<file path="src/rtl/mem_mdr_pkg.sv">
// Shared types and default parameters for the memory MAR/MDR unit.
package mem_mdr_pkg;

  typedef enum logic [1:0] {
    IDLE   = 2'd0,
    RD_REQ = 2'd1,
    WR_REQ = 2'd2,
    DONE   = 2'd3
  } state_t;

  localparam int DEF_BITS           = 32;
  localparam int DEF_ADDR_BITS      = 9;
  localparam int DEF_TIMEOUT_CYCLES = 15;

endpackage

</file>
<file path="src/rtl/gp_register.sv">
// General-purpose register with load enable and asynchronous active-low clear.
module gp_register #(
  parameter int W = 8
) (
  input  logic         clk,
  input  logic         clr_n,
  input  logic         en,
  input  logic [W-1:0] d,
  output logic [W-1:0] q
);

  always_ff @(posedge clk or negedge clr_n) begin
    if (!clr_n) q <= '0;
    else if (en) q <= d;
  end

endmodule

</file>
<file path="src/rtl/mem_mdr_unit.sv">
// MAR/MDR front end with a read/write handshake FSM toward memory.
// Optional ack timeout is built only when MEM_TIMEOUT_EN is defined.
//
// state  | meaning
// IDLE   | registers loadable, waiting for Read/Write
// RD_REQ | mem_rd high, waiting for ack to capture mem_rdata
// WR_REQ | mem_wr high, waiting for ack
// DONE   | one-cycle completion pulse (err set if timed out)
module mem_mdr_unit
  import mem_mdr_pkg::*;
#(
  parameter int BITS           = DEF_BITS,
  parameter int ADDR_BITS      = DEF_ADDR_BITS,
  parameter int TIMEOUT_CYCLES = DEF_TIMEOUT_CYCLES
) (
  input  logic                 Clock,
  input  logic                 reset,
  input  logic [BITS-1:0]      bus_in,
  input  logic                 MARin,
  input  logic                 MDRin,
  input  logic                 Read,
  input  logic                 Write,
  output logic [ADDR_BITS-1:0] mem_addr,
  output logic [BITS-1:0]      mem_wdata,
  output logic                 mem_rd,
  output logic                 mem_wr,
  input  logic [BITS-1:0]      mem_rdata,
  input  logic                 mem_ack,
  output logic [ADDR_BITS-1:0] MARVal,
  output logic [BITS-1:0]      MDRVal,
  output logic                 busy,
  output logic                 done,
  output logic                 err
);

  state_t          state, state_nxt;
  logic            mar_en, mdr_en;
  logic [BITS-1:0] mdr_d;

`ifdef MEM_TIMEOUT_EN
  localparam int CNT_W = $clog2(TIMEOUT_CYCLES + 1);
  localparam logic [CNT_W-1:0] CNT_LIM = CNT_W'(TIMEOUT_CYCLES - 1);

  logic [CNT_W-1:0] cnt, cnt_nxt;
  logic             timeout_hit, err_q;
`endif

  // Loads in IDLE land on the same edge that leaves IDLE, so a transfer
  // started together with MARin/MDRin already sees the new values.
  assign mdr_d = (state == RD_REQ) ? mem_rdata : bus_in;

  always_comb begin
    state_nxt = state;
    mar_en    = 1'b0;
    mdr_en    = 1'b0;
    case (state)
      IDLE: begin
        mar_en = MARin;
        mdr_en = MDRin;
        if (Read)       state_nxt = RD_REQ;
        else if (Write) state_nxt = WR_REQ;
      end
      RD_REQ: begin
        if (mem_ack) begin
          mdr_en    = 1'b1;
          state_nxt = DONE;
        end
      end
      WR_REQ: begin
        if (mem_ack) state_nxt = DONE;
      end
      DONE:    state_nxt = IDLE;
      default: state_nxt = IDLE;
    endcase
  end

`ifdef MEM_TIMEOUT_EN
  // Counter idles at zero, so it is already clear on entry to a request
  // state; an ack on the limit cycle wins over the timeout.
  always_comb begin
    cnt_nxt     = '0;
    timeout_hit = 1'b0;
    if ((state == RD_REQ || state == WR_REQ) && !mem_ack) begin
      if (cnt == CNT_LIM) timeout_hit = 1'b1;
      else                cnt_nxt     = cnt + 1'b1;
    end
  end

  always_ff @(posedge Clock or negedge reset) begin
    if (!reset) begin
      cnt   <= '0;
      err_q <= 1'b0;
    end else begin
      cnt   <= cnt_nxt;
      err_q <= timeout_hit;
    end
  end
`endif

  always_ff @(posedge Clock or negedge reset) begin
    if (!reset) state <= IDLE;
`ifdef MEM_TIMEOUT_EN
    else if (timeout_hit) state <= DONE;
`endif
    else state <= state_nxt;
  end

  gp_register #(.W(ADDR_BITS)) u_mar (
    .clk   (Clock),
    .clr_n (reset),
    .en    (mar_en),
    .d     (bus_in[ADDR_BITS-1:0]),
    .q     (MARVal)
  );

  gp_register #(.W(BITS)) u_mdr (
    .clk   (Clock),
    .clr_n (reset),
    .en    (mdr_en),
    .d     (mdr_d),
    .q     (MDRVal)
  );

  assign mem_addr  = MARVal;
  assign mem_wdata = MDRVal;
  assign mem_rd    = (state == RD_REQ);
  assign mem_wr    = (state == WR_REQ);
  assign busy      = (state != IDLE);
  assign done      = (state == DONE);
`ifdef MEM_TIMEOUT_EN
  assign err       = err_q && (state == DONE);
`else
  assign err       = 1'b0;
`endif

endmodule
</file>
<file path="config.mk">
export PLATFORM = sky130hd
export DESIGN_NAME = mem_mdr_unit
export DESIGN_NICKNAME = d
export VERILOG_FILES = /design/src/rtl/mem_mdr_pkg.sv /design/src/rtl/gp_register.sv /design/src/rtl/mem_mdr_unit.sv
export SDC_FILE = /design/constraint.sdc
export NUM_CORES = 1
export LEC_CHECK = 0
export CAP_MARGIN = 0
export CORE_MARGIN = 5
export CORE_UTILIZATION = 30
export CTS_CLUSTER_DIAMETER = 60
export DETAILED_ROUTE_END_ITERATION = 8
export PLACE_DENSITY = 0.74
export SLEW_MARGIN = 20
export SYNTH_ARGS = -nofsm -noshare
export SYNTH_HDL_FRONTEND = slang
export SYNTH_SLANG_ARGS = --single-unit
</file>
<file path="constraint.sdc">
create_clock -name Clock -period 1.84 [get_ports Clock]
set_clock_uncertainty 0.15 [all_clocks]
set_input_delay 0.184 -clock Clock [delete_from_list [all_inputs] [get_ports Clock]]
set_output_delay 0.184 -clock Clock [all_outputs]
set_load 0.005 [all_outputs]
</file>
# After elaboration in Yosys (flattened, before gate mapping)
# Index checks and enable logic that the tools add are counted.
# W data, S select, Z words.
[totals]
in_bits = 71
register_bits = 43
[classes]
reduce_logical = 4
mux = 8
eq_ne = 5
[op_table]
columns = ["cell", "n"]
rows = [
  ["$mux W32", 1],
  ["$mux W2", 3],
  ["$pmux W2 S3", 1],
  ["$eq A2 B2 Y1 const B", 2],
  ["$ne A3 B3 Y1 const B", 1],
  ["$eq A2 B1 Y1 const B", 1],
  ["$logic_not A2 Y1", 1],
  ["$mux W1", 2],
  ["$ne A2 B1 Y1 const B", 1],
  ["$pmux W1 S2", 1],
  ["$reduce_and A2 Y1", 1],
  ["$reduce_bool A2 Y1", 1],
  ["$reduce_or A2 Y1", 1],
]

# Longest topological paths before layout
# Gate-level depths: netlist (run 1).
[logic_depth]
word_depth = 4
depth_mapped = 7

# Cells and area by module
# From an unflattened synthesis (run 1), not the netlist that was laid out.
[hier_totals]
cells_unflattened = 185
area_unflattened_um2 = 2640.0
[modules_own_cells]
columns = ["mod", "area_per_inst_um2", "cells_per_inst", "instances"]
rows = [
  ["gp_register at u_mdr", 1345.0, 68, 1],
  ["mem_mdr_unit", 923.4, 98, 1],
  ["gp_register at u_mar", 371.6, 19, 1],
]

# Worst setup path before layout (run 1)
# No wires, ideal clock.
[synth_path]
kind = "register -> register"
start = "reg state[1]"
end = "reg u_mdr.q[0]"
required_time_ns = 1.563
slack_ns = 0.252
arrival_ns = 1.310
stages_incl_launch_ff = 7
setup_time_ns = 0.127
path_cell_list = "dfrtp_1 -> inv_1 -> ha_1 -> buf_4 -> a22oi_4 -> clkbuf_2 -> o21ai_0"
[synth_via]
elab_chain_cells = 2
elab_cells_between_ends = 4
cone_classes = "1 x eq/ne; 2 x mux; 1 x reduce/logical"
[synth_lines]
columns = ["item", "line_no", "source"]
rows = [
  ["from (decl)", "mem_mdr_unit.sv:36", "state_t state, state_nxt;"],
  ["from (signal assigned)", "mem_mdr_unit.sv:105", "else state <= state_nxt;"],
  ["$eq A2 B1 Y1 (*)", "-", ""],
  ["named net mem_rd", "mem_mdr_unit.sv:25", "output logic mem_rd,"],
  ["$pmux W1 S2 / $mux W32 (equally long branches)", "mem_mdr_unit.sv:56, mem_mdr_unit.sv:50", ""],
  ["to (signal assigned)", "gp_register.sv:13", "if (!clr_n) q <= '0;"],
  ["to (signal assigned)", "gp_register.sv:14", "else if (en) q <= d;"],
  ["to (decl)", "gp_register.sv:9", "output logic [W-1:0] q"],
]
# Mark *: on every way through the listed nets, which the timed path passes. The rest lies on a longest branch.
# A chain may end at the register's enable or synchronous reset.

# Final worst setup path (run 1)
[layout_path]
start = "reg state[0]"
end = "out mem_wr"
[layout_via]
elab_chain_cells = 1
[layout_lines]
columns = ["item", "line_no", "source"]
rows = [
  ["$eq A2 B2 Y1", "mem_mdr_unit.sv:127", "assign mem_wr = (state == WR_REQ);"],
  ["to (decl)", "mem_mdr_unit.sv:26", "output logic mem_wr,"],
]
# Every way passes these cells.

==> summary.md, run 1 <==
| Metric | Value |
|---|---|
| N_diodes | `0` |
| Max Clock Freq | `554 MHz` |
| ANT nets after route | `0` |
| Comb power frac | `approximately three fifths` |
| Synth-to-layout area growth | `67.2%` |
| Clk root buf | `clkbuf_8` |
| P_int | `around 4.1 mW` |
| Required @ worst endpoint | `1510 ps` |
| Fraction of registers with async set/reset | `100%` |
| Final setup vio count | `0` |
| Util after Layout | `50.9%` |
| Chip Width | `a little under 100 um` |
| Syn Inst Count | `~220` |
| Syn. warnings | `0` |
| Setup ws final | `between 30 and 40 ps` |
| CP Launch Point | `state[0]$_DFFE_PN0P_` |
| Max VDD drop | `approximately 0.00096 V` |
| Total die area | `roughly 9600 um^2` |
| Post-synth net total | `294` |
| Layout cells sized above 1 | `roughly a tenth` |
| Worst r2r dst | `u_mdr.q[11]$_DFFE_PN0P_` |
| Slew headroom | `around 65%` |
| Tmin final | `roughly 1800 ps` |
| Hpwl dp | `~5100 um` |
| Initial antenna violation count | `0` |
| Longest Clk Path Bufs | `2` |
| Type of the worst min-delay path | `input pin to async pin` |
| Post-route cell area | `slightly below 4000 um^2` |
| Number of global-route vias before repair | `between 1500 and 2000` |
| Crit path launch type | `flip-flop` |
| Synth Area per Inst | `around 11 um^2` |
| Count leader, synth | `buf_4` |
| Most used DFF post-synth | `dfrtp_1` |
| Largest net degree at the start of global routing | `65` |
| Mapped Area | `roughly 2300 um^2` |
| Worst Setup End Kind | `output port` |
| Ranking of synthesized cells by area | `dfrtp_1 46%, buf_4 16%, mux2i_1 15%` |
| Fin crit share | `98.1%` |
| Worst Reg-to-Reg Cells | `6` |
| Critical path type | `flip-flop to output port` |
| Yosys reg bits | `43` |
| CP max FO | `4` |
| Clk slew on worst S/H paths | `80 ps` |
| CTS tree | `built` |
| Initial drt markers | `70` |
| First-pass GRT wire length | `approximately 10000 um` |
| Initial Util | `between 30% and 40%` |
| Clock power frac | `10.0%` |
| Max-slew violation count | `0` |
| Core Box Area | `~7600 um^2` |
| Gpl congestion | `~0.73` |
| Port buffer count | `156` |
| Sequential power share | `around 30%` |
| GR Overflow Total | `0` |
| Sw frac | `32.6%` |
| Final hold vios | `0` |
| CTS Buf Count | `5` |
| Top-area cell type share of the netlist area | `between 40% and 50%` |
| R2R Path Start | `state[0]$_DFFE_PN0P_` |
| Gr usage total | `about an eighth` |
| Status | `finished clean` |
| 1st-pass router iterations | `4` |
| Vias | `1867` |
| Net switching power | `just under 2 mW` |
| Post-synthesis sequential area ratio | `around 46%` |
| Vias/cell | `4.20` |
| Yosys cell types | `15` |
| Cell taking the most area after synthesis | `dfrtp_1` |
| Die Y | `roughly 98 um` |
| Setup TNS | `0 ps` |
| Critical path arrival | `approximately 1500 ps` |
| Number of synthesized flops with an enable pin | `0` |
| Clock sinks | `43` |
| Clk_lat worst skew | `280 ps` |
| Worst slack, placed | `168 ps` |
| # rows | `32` |
| Final nets | `roughly 420` |
| Max Cap Viol | `0` |
| Top-Level Pins | `158` |
| Placed inst area | `approximately 3700 um^2` |
| DRC errors left | `0` |
| PwrDens | `about 1600 nW/um^2` |
| RSZ-0062 raised after global routing | `no` |
| Average wire per standard cell | `between 10 and 15 um` |
| Worst-Margin Slew | `around 520 ps` |
| Lkg Pwr | `1.65 nW` |
| Final wirelength | `6390 um` |
| Number of H-tree levels | `2` |
| Endpoint of the worst setup timing path | `mem_wr` |
| R2r setup slk | `130 ps` |
| Synth top cells by count | `48 x buf_4, 43 x dfrtp_1, 34 x mux2i_1, 34 x nand2_1, 28 x o21ai_0` |
## placed cells by master (no fill, tap or decap), drive strengths merged
cell,instances
o21a,1
conb,1
clkbuf,6
dlygate4sd3,1
buf,13
o32a,1
clkinv,1
mux2,9
mux2i,34
dfrtp,43
inv,4
ha,5
clkdlybuf4s50,152
a22oi,1
o21ai,33
dlymetal6s2s,3
nand2,34
## critical path, stage by stage, from the launching register on
cell,delay [ps]
dfrtp_1,410
inv_2,120
ha_1,150
clkdlybuf4s50_1,500
## final cells by class
class | instances | area, um^2
clock buffer | 6 | 82.6
clock inverter | 1 | 5.00
fill | 681 | 3730
inverter | 4 | 15.0
multi-input combinational | 119 | 865
sequential | 43 | 1080
tap | 102 | 128
timing repair buffer | 169 | 1700
## routing by layer
layer	vias up	track usage, %	part of all wire, %	wire length [um]
met5	-	0	0	0
met3	4	2.71	4.7	301
met1	864	13.5	38	2400
met2	67	24.5	56	3600
li1	932	-	-	-
met4	0	4.47	1.4	89
## repair_timing
action	4_1_cts	5_1_grt
setup endpoints to repair	3	3
gates resized for setup	5	3
hold buffers	1	0
pin swaps	1	1
hold endpoints to repair	20	0
setup buffers	2	5
## power by group through the flow
stage,combinational [mW],sequential (mW),clock [mW]
after detailed placement,3.56,1.82,0
after CTS,3.66,1.80,0.642
after global placement,3.50,1.79,0
final,3.66,1.79,0.605
after floorplan,1.87,1.79,0
after global routing,3.93,1.87,0.688
## worst min-delay path by stage
| stage | slack, ps | endpoint |
|---|---|---|
| 6_report | 250 | u_mdr.q[4]$_DFFE_PN0P_ |
| 5_1_grt | 310 | u_mar.q[0]$_DFFE_PN0P_ |
| 4_1_cts | 260 | u_mdr.q[4]$_DFFE_PN0P_ |
| 3_5_place_dp | 40 | u_mdr.q[4]$_DFFE_PN0P_ |
| 3_3_place_gp | 40 | u_mar.q[5]$_DFFE_PN0P_ |
| 2_1_floorplan | -260 | state[0]$_DFFE_PN0P_ |
## registers in the layout, summed over array words and instances (netlist names)
name,cells
state,2
u_mar.q,9
u_mdr.q,32
## per-stage QoR
| stage | hold slack, ps | total power [mW] | std cells |
|---|---|---|---|
| after global placement | 37.1 | 5.30 | 429 |
| after detailed placement | 40.5 | 5.38 | 429 |
| after CTS | 261 | 6.10 | 439 |
| after floorplan | -262 | 3.66 | 218 |
| final | 254 | 6.05 | 444 |
| after global routing | 305 | 6.49 | 444 |
## logic make-up after synthesis
group           Yosys count  share of synthesized area (%)
other cells               1                          0.162
simple gates             34                           5.51
fa+ha+maj                 5                           2.70
buf+inv                  56                           17.3
flops                    43                           46.5
mux                      43                           19.1
compound gates           36                           8.81
Power figures use the tool's default switching activity.
==> run 2, diff against run 1 <==
--- a/config.mk
+++ b/config.mk
@@ -10,7 +10,8 @@
 export CORE_UTILIZATION = 30
 export CTS_CLUSTER_DIAMETER = 60
 export DETAILED_ROUTE_END_ITERATION = 8
-export PLACE_DENSITY = 0.74
+export PLACE_DENSITY = 0.77
+export RECOVER_POWER = 25
 export SLEW_MARGIN = 20
 export SYNTH_ARGS = -nofsm -noshare
 export SYNTH_HDL_FRONTEND = slang
==> constraint.sdc (replaced) <==
create_clock -name Clock -period 1.66 [get_ports Clock]
set_clock_uncertainty 0.15 [all_clocks]
set_input_delay 0.166 -clock Clock [delete_from_list [all_inputs] [get_ports Clock]]
set_output_delay 0.166 -clock Clock [all_outputs]
set_load 0.005 [all_outputs]
==> summary.md, run 2 (synthesis results as in run 1) <==
| Metric | Value |
|---|---|
| Largest net degree at the start of global routing | `39` |
| Vias | `1937` |
| Max incr delay on CP | `410 ps` |
| Lkg Pwr | `around 1.6 nW` |
| Required @ worst endpoint | `1340 ps` |
| Layout cells sized above 1 | `10.4%` |
| Slew headroom | `between 60% and 70%` |
| Max-slew violation count | `0` |
| Die Y | `around 98 um` |
| Final wirelength | `approximately 6600 um` |
| DRC errors left | `0` |
| Max Clock Freq | `approximately 630 MHz` |
| # rows | `32` |
| Post-route cell area | `around 4000 um^2` |
| Fin crit share | `between 90% and 100%` |
| Chip Width | `slightly below 100 um` |
| Vias/cell | `4.33` |
| Port buffer count | `~160` |
| Type of the worst min-delay path | `input pin to async pin` |
| Clk_lat worst skew | `280 ps` |
| Number of global-route vias before repair | `2100` |
| Clk slew on worst S/H paths | `80 ps` |
| Clock sinks | `43` |
| Max reg flops | `32` |
| Max VDD drop | `approximately 0.00096 V` |
| Tmin final | `approximately 1600 ps` |
| Critical path type | `flip-flop to output port` |
| Max Cap Viol | `0` |
| CP max FO | `4` |
| CTS tree | `built` |
| Most common cell after layout, fill and taps aside | `clkdlybuf4s50_1` |
| Worst path slowest cell | `dfrtp_1` |
| Final hold vios | `0` |
| Initial antenna violation count | `0` |
| Synth-to-layout area growth | `68.7%` |
| Top-Level Pins | `between 150 and 200` |
| Crit path launch type | `flip-flop` |
| Worst slack, placed | `-3.91 ps` |
| Placed inst area | `approximately 3700 um^2` |
| Gpl congestion | `0.723` |
| Clk root buf | `clkbuf_8` |
| Hpwl dp | `5150 um` |
| PwrDens | `about 1700 nW/um^2` |
| Largest registers | `u_mdr.q x32, u_mar.q x9, state x2` |
| Final nets | `420` |
| GR Overflow Total | `0` |
| Longest Clk Path Bufs | `2` |
| Total die area | `~9600 um^2` |
| DP Cell Count | `433` |
| Setup TNS | `0 ps` |
| Critical path arrival | `1280 ps` |
| N_diodes | `0` |
| 1st-pass router iterations | `4` |
| Final setup vio count | `0` |
| Worst-Margin Slew | `~500 ps` |
| Number of H-tree levels | `2` |
| ANT nets after route | `0` |
| Core Box Area | `roughly 7600 um^2` |
| Reg with most FFs | `u_mdr.q` |
| First-pass GRT wire length | `about 10000 um` |
| Worst Setup End Kind | `output port` |
| Average wire per standard cell | `14.7 um` |
| Initial drt markers | `35` |
| Status | `finished clean` |
| CTS Buf Count | `5` |
| Most frequent cells in the layout | `151 x clkdlybuf4s50_1, 43 x dfrtp_1, 34 x mux2i_1, 34 x nand2_1, 26 x o21ai_0` |
| Initial Util | `approximately 30%` |
| Setup ws final | `around 66 ps` |
| Fin cells | `447` |
| Gr usage total | `13.1%` |
| Critical path, cell by cell | `buf_6, ha_4, dlygate4sd2_1` |
[run 2: repair_timing]
item / in CTS / in global routing
endpoints found under the setup margin: 8 / 10
gates resized for setup: 9 / 5
hold buffers: 1 / 0
buffers inserted: 3 / 1
gates cloned: 0 / 1
hold endpoints to repair: 18 / 0
[run 2: layout make-up]
| cell class | count | area [um^2] |
|---|---|---|
| Timing Repair Buffer | 171 | 1740 |
| Multi-Input combinational cell | 119 | 865 |
| Sequential cell | 43 | 1080 |
| Clock inverter | 1 | 5.00 |
| Clock buffer | 7 | 76.3 |
| Inverter | 4 | 15.0 |
| Fill cell | 689 | 3700 |
| Tap cell | 102 | 128 |
[run 2: path summary, 6_finish.rpt]
check	from	endpoint	slack, ps	cells past startpoint
worst min-delay path	reset	u_mar.q[2]$_DFFE_PN0P_	230	2
worst min register to register	u_mdr.q[30]$_DFFE_PN0P_	u_mdr.q[30]$_DFFE_PN0P_	360	2
worst max register to register	state[0]$_DFFE_PN0P_	u_mdr.q[24]$_DFFE_PN0P_	80	7
worst max-delay path	state[0]$_DFFE_PN0P_	mem_rd	70	3
max in group asynchronous	reset	u_mdr.q[13]$_DFFE_PN0P_	390	3
min in group Clock	bus_in[18]	u_mdr.q[18]$_DFFE_PN0P_	350	3
[run 2: report_power, final]
group          internal (mW)  leakage, nW  switching (mW)
logic                   2.72         1.08            1.47
clock network          0.295       0.0422           0.335
registers               1.57        0.527           0.410
[run 2: critical path: cells and delay by family (launching register included)]
kind,cells,cell delay [ps]
flops,1,410
buf+inv,2,410
fa+ha+maj,1,170
[run 2: routing by layer]
layer,vias to the layer above,part of all wire (%),GRT usage (%)
met4,0,1.0,4.15
met1,922,37,13.6
li1,938,-,-
met5,-,0,0
met2,71,57,26.1
met3,6,5.0,2.64
[run 2: metrics by stage]
step	total power [mW]	utilization [%]	hold WS [ps]
2_1_floorplan	4.05	-	-280
3_3_place_gp	5.94	49.1	-3.97
3_5_place_dp	6.05	49.1	-0.872
4_1_cts	6.80	50.8	212
5_1_grt	7.33	51.3	270
6_report	6.80	51.3	226
==> run 3, diff against run 2 <==
--- a/config.mk
+++ b/config.mk
@@ -12,6 +12,7 @@
 export DETAILED_ROUTE_END_ITERATION = 8
 export PLACE_DENSITY = 0.77
 export RECOVER_POWER = 25
+export SKIP_CTS_REPAIR_TIMING = 1
 export SLEW_MARGIN = 20
 export SYNTH_ARGS = -nofsm -noshare
 export SYNTH_HDL_FRONTEND = slang
==> summary.md, run 3 (synthesis results as in run 1) <==
| Metric | Value |
|---|---|
| N_diodes | `0` |
| CP Launch Point | `state[0]$_DFFE_PN0P_` |
| Largest registers | `u_mdr.q x32, u_mar.q x9, state x2` |
| Clock sinks | `43` |
| Chip Width | `about 98 um` |
| Hold Worst Slack | `between 200 and 250 ps` |
| Most common cell after layout, fill and taps aside | `clkdlybuf4s50_1` |
| Crit-path most repeated cell | `buf_4` |
| Initial drt markers | `34` |
| R2R Path Start | `state[0]$_DFFE_PN0P_` |
| PwrDens | `1730 nW/um^2` |
| Max Clock Freq | `634 MHz` |
| Worst-Margin Slew | `a little over 500 ps` |
| # rows | `32` |
| Number of H-tree levels | `2` |
| Synth-to-layout area growth | `67.9%` |
| Tmin final | `approximately 1600 ps` |
| Type of the worst min-delay path | `input pin to async pin` |
| Worst Setup End Kind | `output port` |
| Worst r2r dst | `u_mdr.q[14]$_DFFE_PN0P_` |
| GR Overflow Total | `0` |
| ANT nets after route | `0` |
| Max Cap Viol | `0` |
| Worst Reg-to-Reg Cells | `5` |
| Util after Layout | `roughly half` |
| Max incr delay on CP | `360 ps` |
| Longest Clk Path Bufs | `2` |
| Port buffer count | `~160` |
| Final wirelength | `between 6000 and 7000 um` |
| Clk_lat worst skew | `around 280 ps` |
| Initial Util | `about 30%` |
| Lkg Pwr | `around 1.7 nW` |
| CTS tree | `built` |
| Die Y | `about 98 um` |
| Final setup vio count | `0` |
| Clk root buf | `clkbuf_8` |
| Final hold vios | `0` |
| Max VDD drop | `between 0.0009 and 0.001 V` |
| First-pass GRT wire length | `approximately 10000 um` |
| Vias/cell | `around 4.3` |
| Clk slew on worst S/H paths | `80 ps` |
| Crit path launch type | `flip-flop` |
| Slew headroom | `about two thirds` |
| Endpoint of the worst setup timing path | `mem_wr` |
| Hpwl dp | `a little over 5000 um` |
| Reg with most FFs | `u_mdr.q` |
| Worst path slowest cell | `dfrtp_1` |
| R2r setup slk | `80 ps` |
| Critical path type | `flip-flop to output port` |
| Top-Level Pins | `~160` |
| DRC errors left | `0` |
| Status | `finished clean` |
| Critical path, cell by cell | `buf_4, inv_2, buf_4, ha_1, dlymetal6s2s_1` |
| Gpl congestion | `between 0.7 and 0.8` |
| Initial antenna violation count | `0` |
| Max-slew violation count | `0` |
| CP max FO | `3` |
| Core Box Area | `between 7000 and 8000 um^2` |
| Total die area | `around 9600 um^2` |
| Number of global-route vias before repair | `2069` |
| CTS Buf Count | `5` |
| Max reg flops | `32` |
| Layout cells sized above 1 | `~10%` |
| Gr usage total | `about an eighth` |
| Fin crit share | `between 90 and 100%` |
| Final nets | `roughly 420` |
| Average wire per standard cell | `approximately 14 um` |
| Largest net degree at the start of global routing | `39` |
| Vias | `between 1500 and 2000` |
| Critical path arrival | `~1300 ps` |
| 1st-pass router iterations | `4` |
| Required @ worst endpoint | `1340 ps` |
| Most frequent cells in the layout | `151 x clkdlybuf4s50_1, 43 x dfrtp_1, 34 x mux2i_1, 34 x nand2_1, 28 x o21ai_0` |
## run 3: report_power, final
group          total [mW]  switching, mW  internal, mW
registers            1.99          0.411          1.57
logic                4.09           1.43          2.67
clock network       0.628          0.332         0.295
total                6.71           2.17          4.54
## run 3: metrics by stage
stage               total power [mW]  setup TNS [ps]  cells  setup slack (ps)  area (um^2)
finish                          6.71               0    446              83.2         3890
global route                    7.24           -7.59    446             -7.59         3890
CTS                             6.72            -887    441              -313         3820
detailed placement              6.05           -3.91    433             -3.91         3730
global placement                5.94               0    433              45.0         3730
floorplan                       4.05               0    218              72.5         2320
## run 3: worst min path at each step
stage,startpoint,end,slack [ps],depth (start not counted)
floorplan,reset,state[0]$_DFFE_PN0P_,-280,0
detailed placement,reset,u_mar.q[2]$_DFFE_PN0P_,-0.9,1
finish,reset,u_mar.q[2]$_DFFE_PN0P_,230,2
global placement,reset,u_mar.q[2]$_DFFE_PN0P_,-4,1
global route,reset,u_mar.q[7]$_DFFE_PN0P_,270,2
CTS,reset,u_mar.q[2]$_DFFE_PN0P_,-320,1
## run 3: worst max-delay path, delay by kind of cell, from the launching register on
| family | cells | cell delay, ps |
|---|---|---|
| buffers and inverters | 4 | 430 |
| flip-flops | 1 | 360 |
| adder cells (fa/ha/maj) | 1 | 180 |
## run 3: routing by layer
layer / wire [um] / vias to the layer above / track usage, %
li1: - / 936 / -
met4: 72 / 0 / 4.15
met2: 3610 / 70 / 25.5
met5: 0 / - / 0
met3: 340 / 6 / 2.64
met1: 2370 / 917 / 13.6
## run 3: cell type report
type | count | area (um^2)
Tap cell | 102 | 128
Sequential cell | 43 | 1080
Clock inverter | 1 | 5.00
Multi-Input combinational cell | 119 | 865
Clock buffer | 7 | 76.3
Timing Repair Buffer | 170 | 1720
Inverter | 4 | 15.0
Fill cell | 683 | 3720
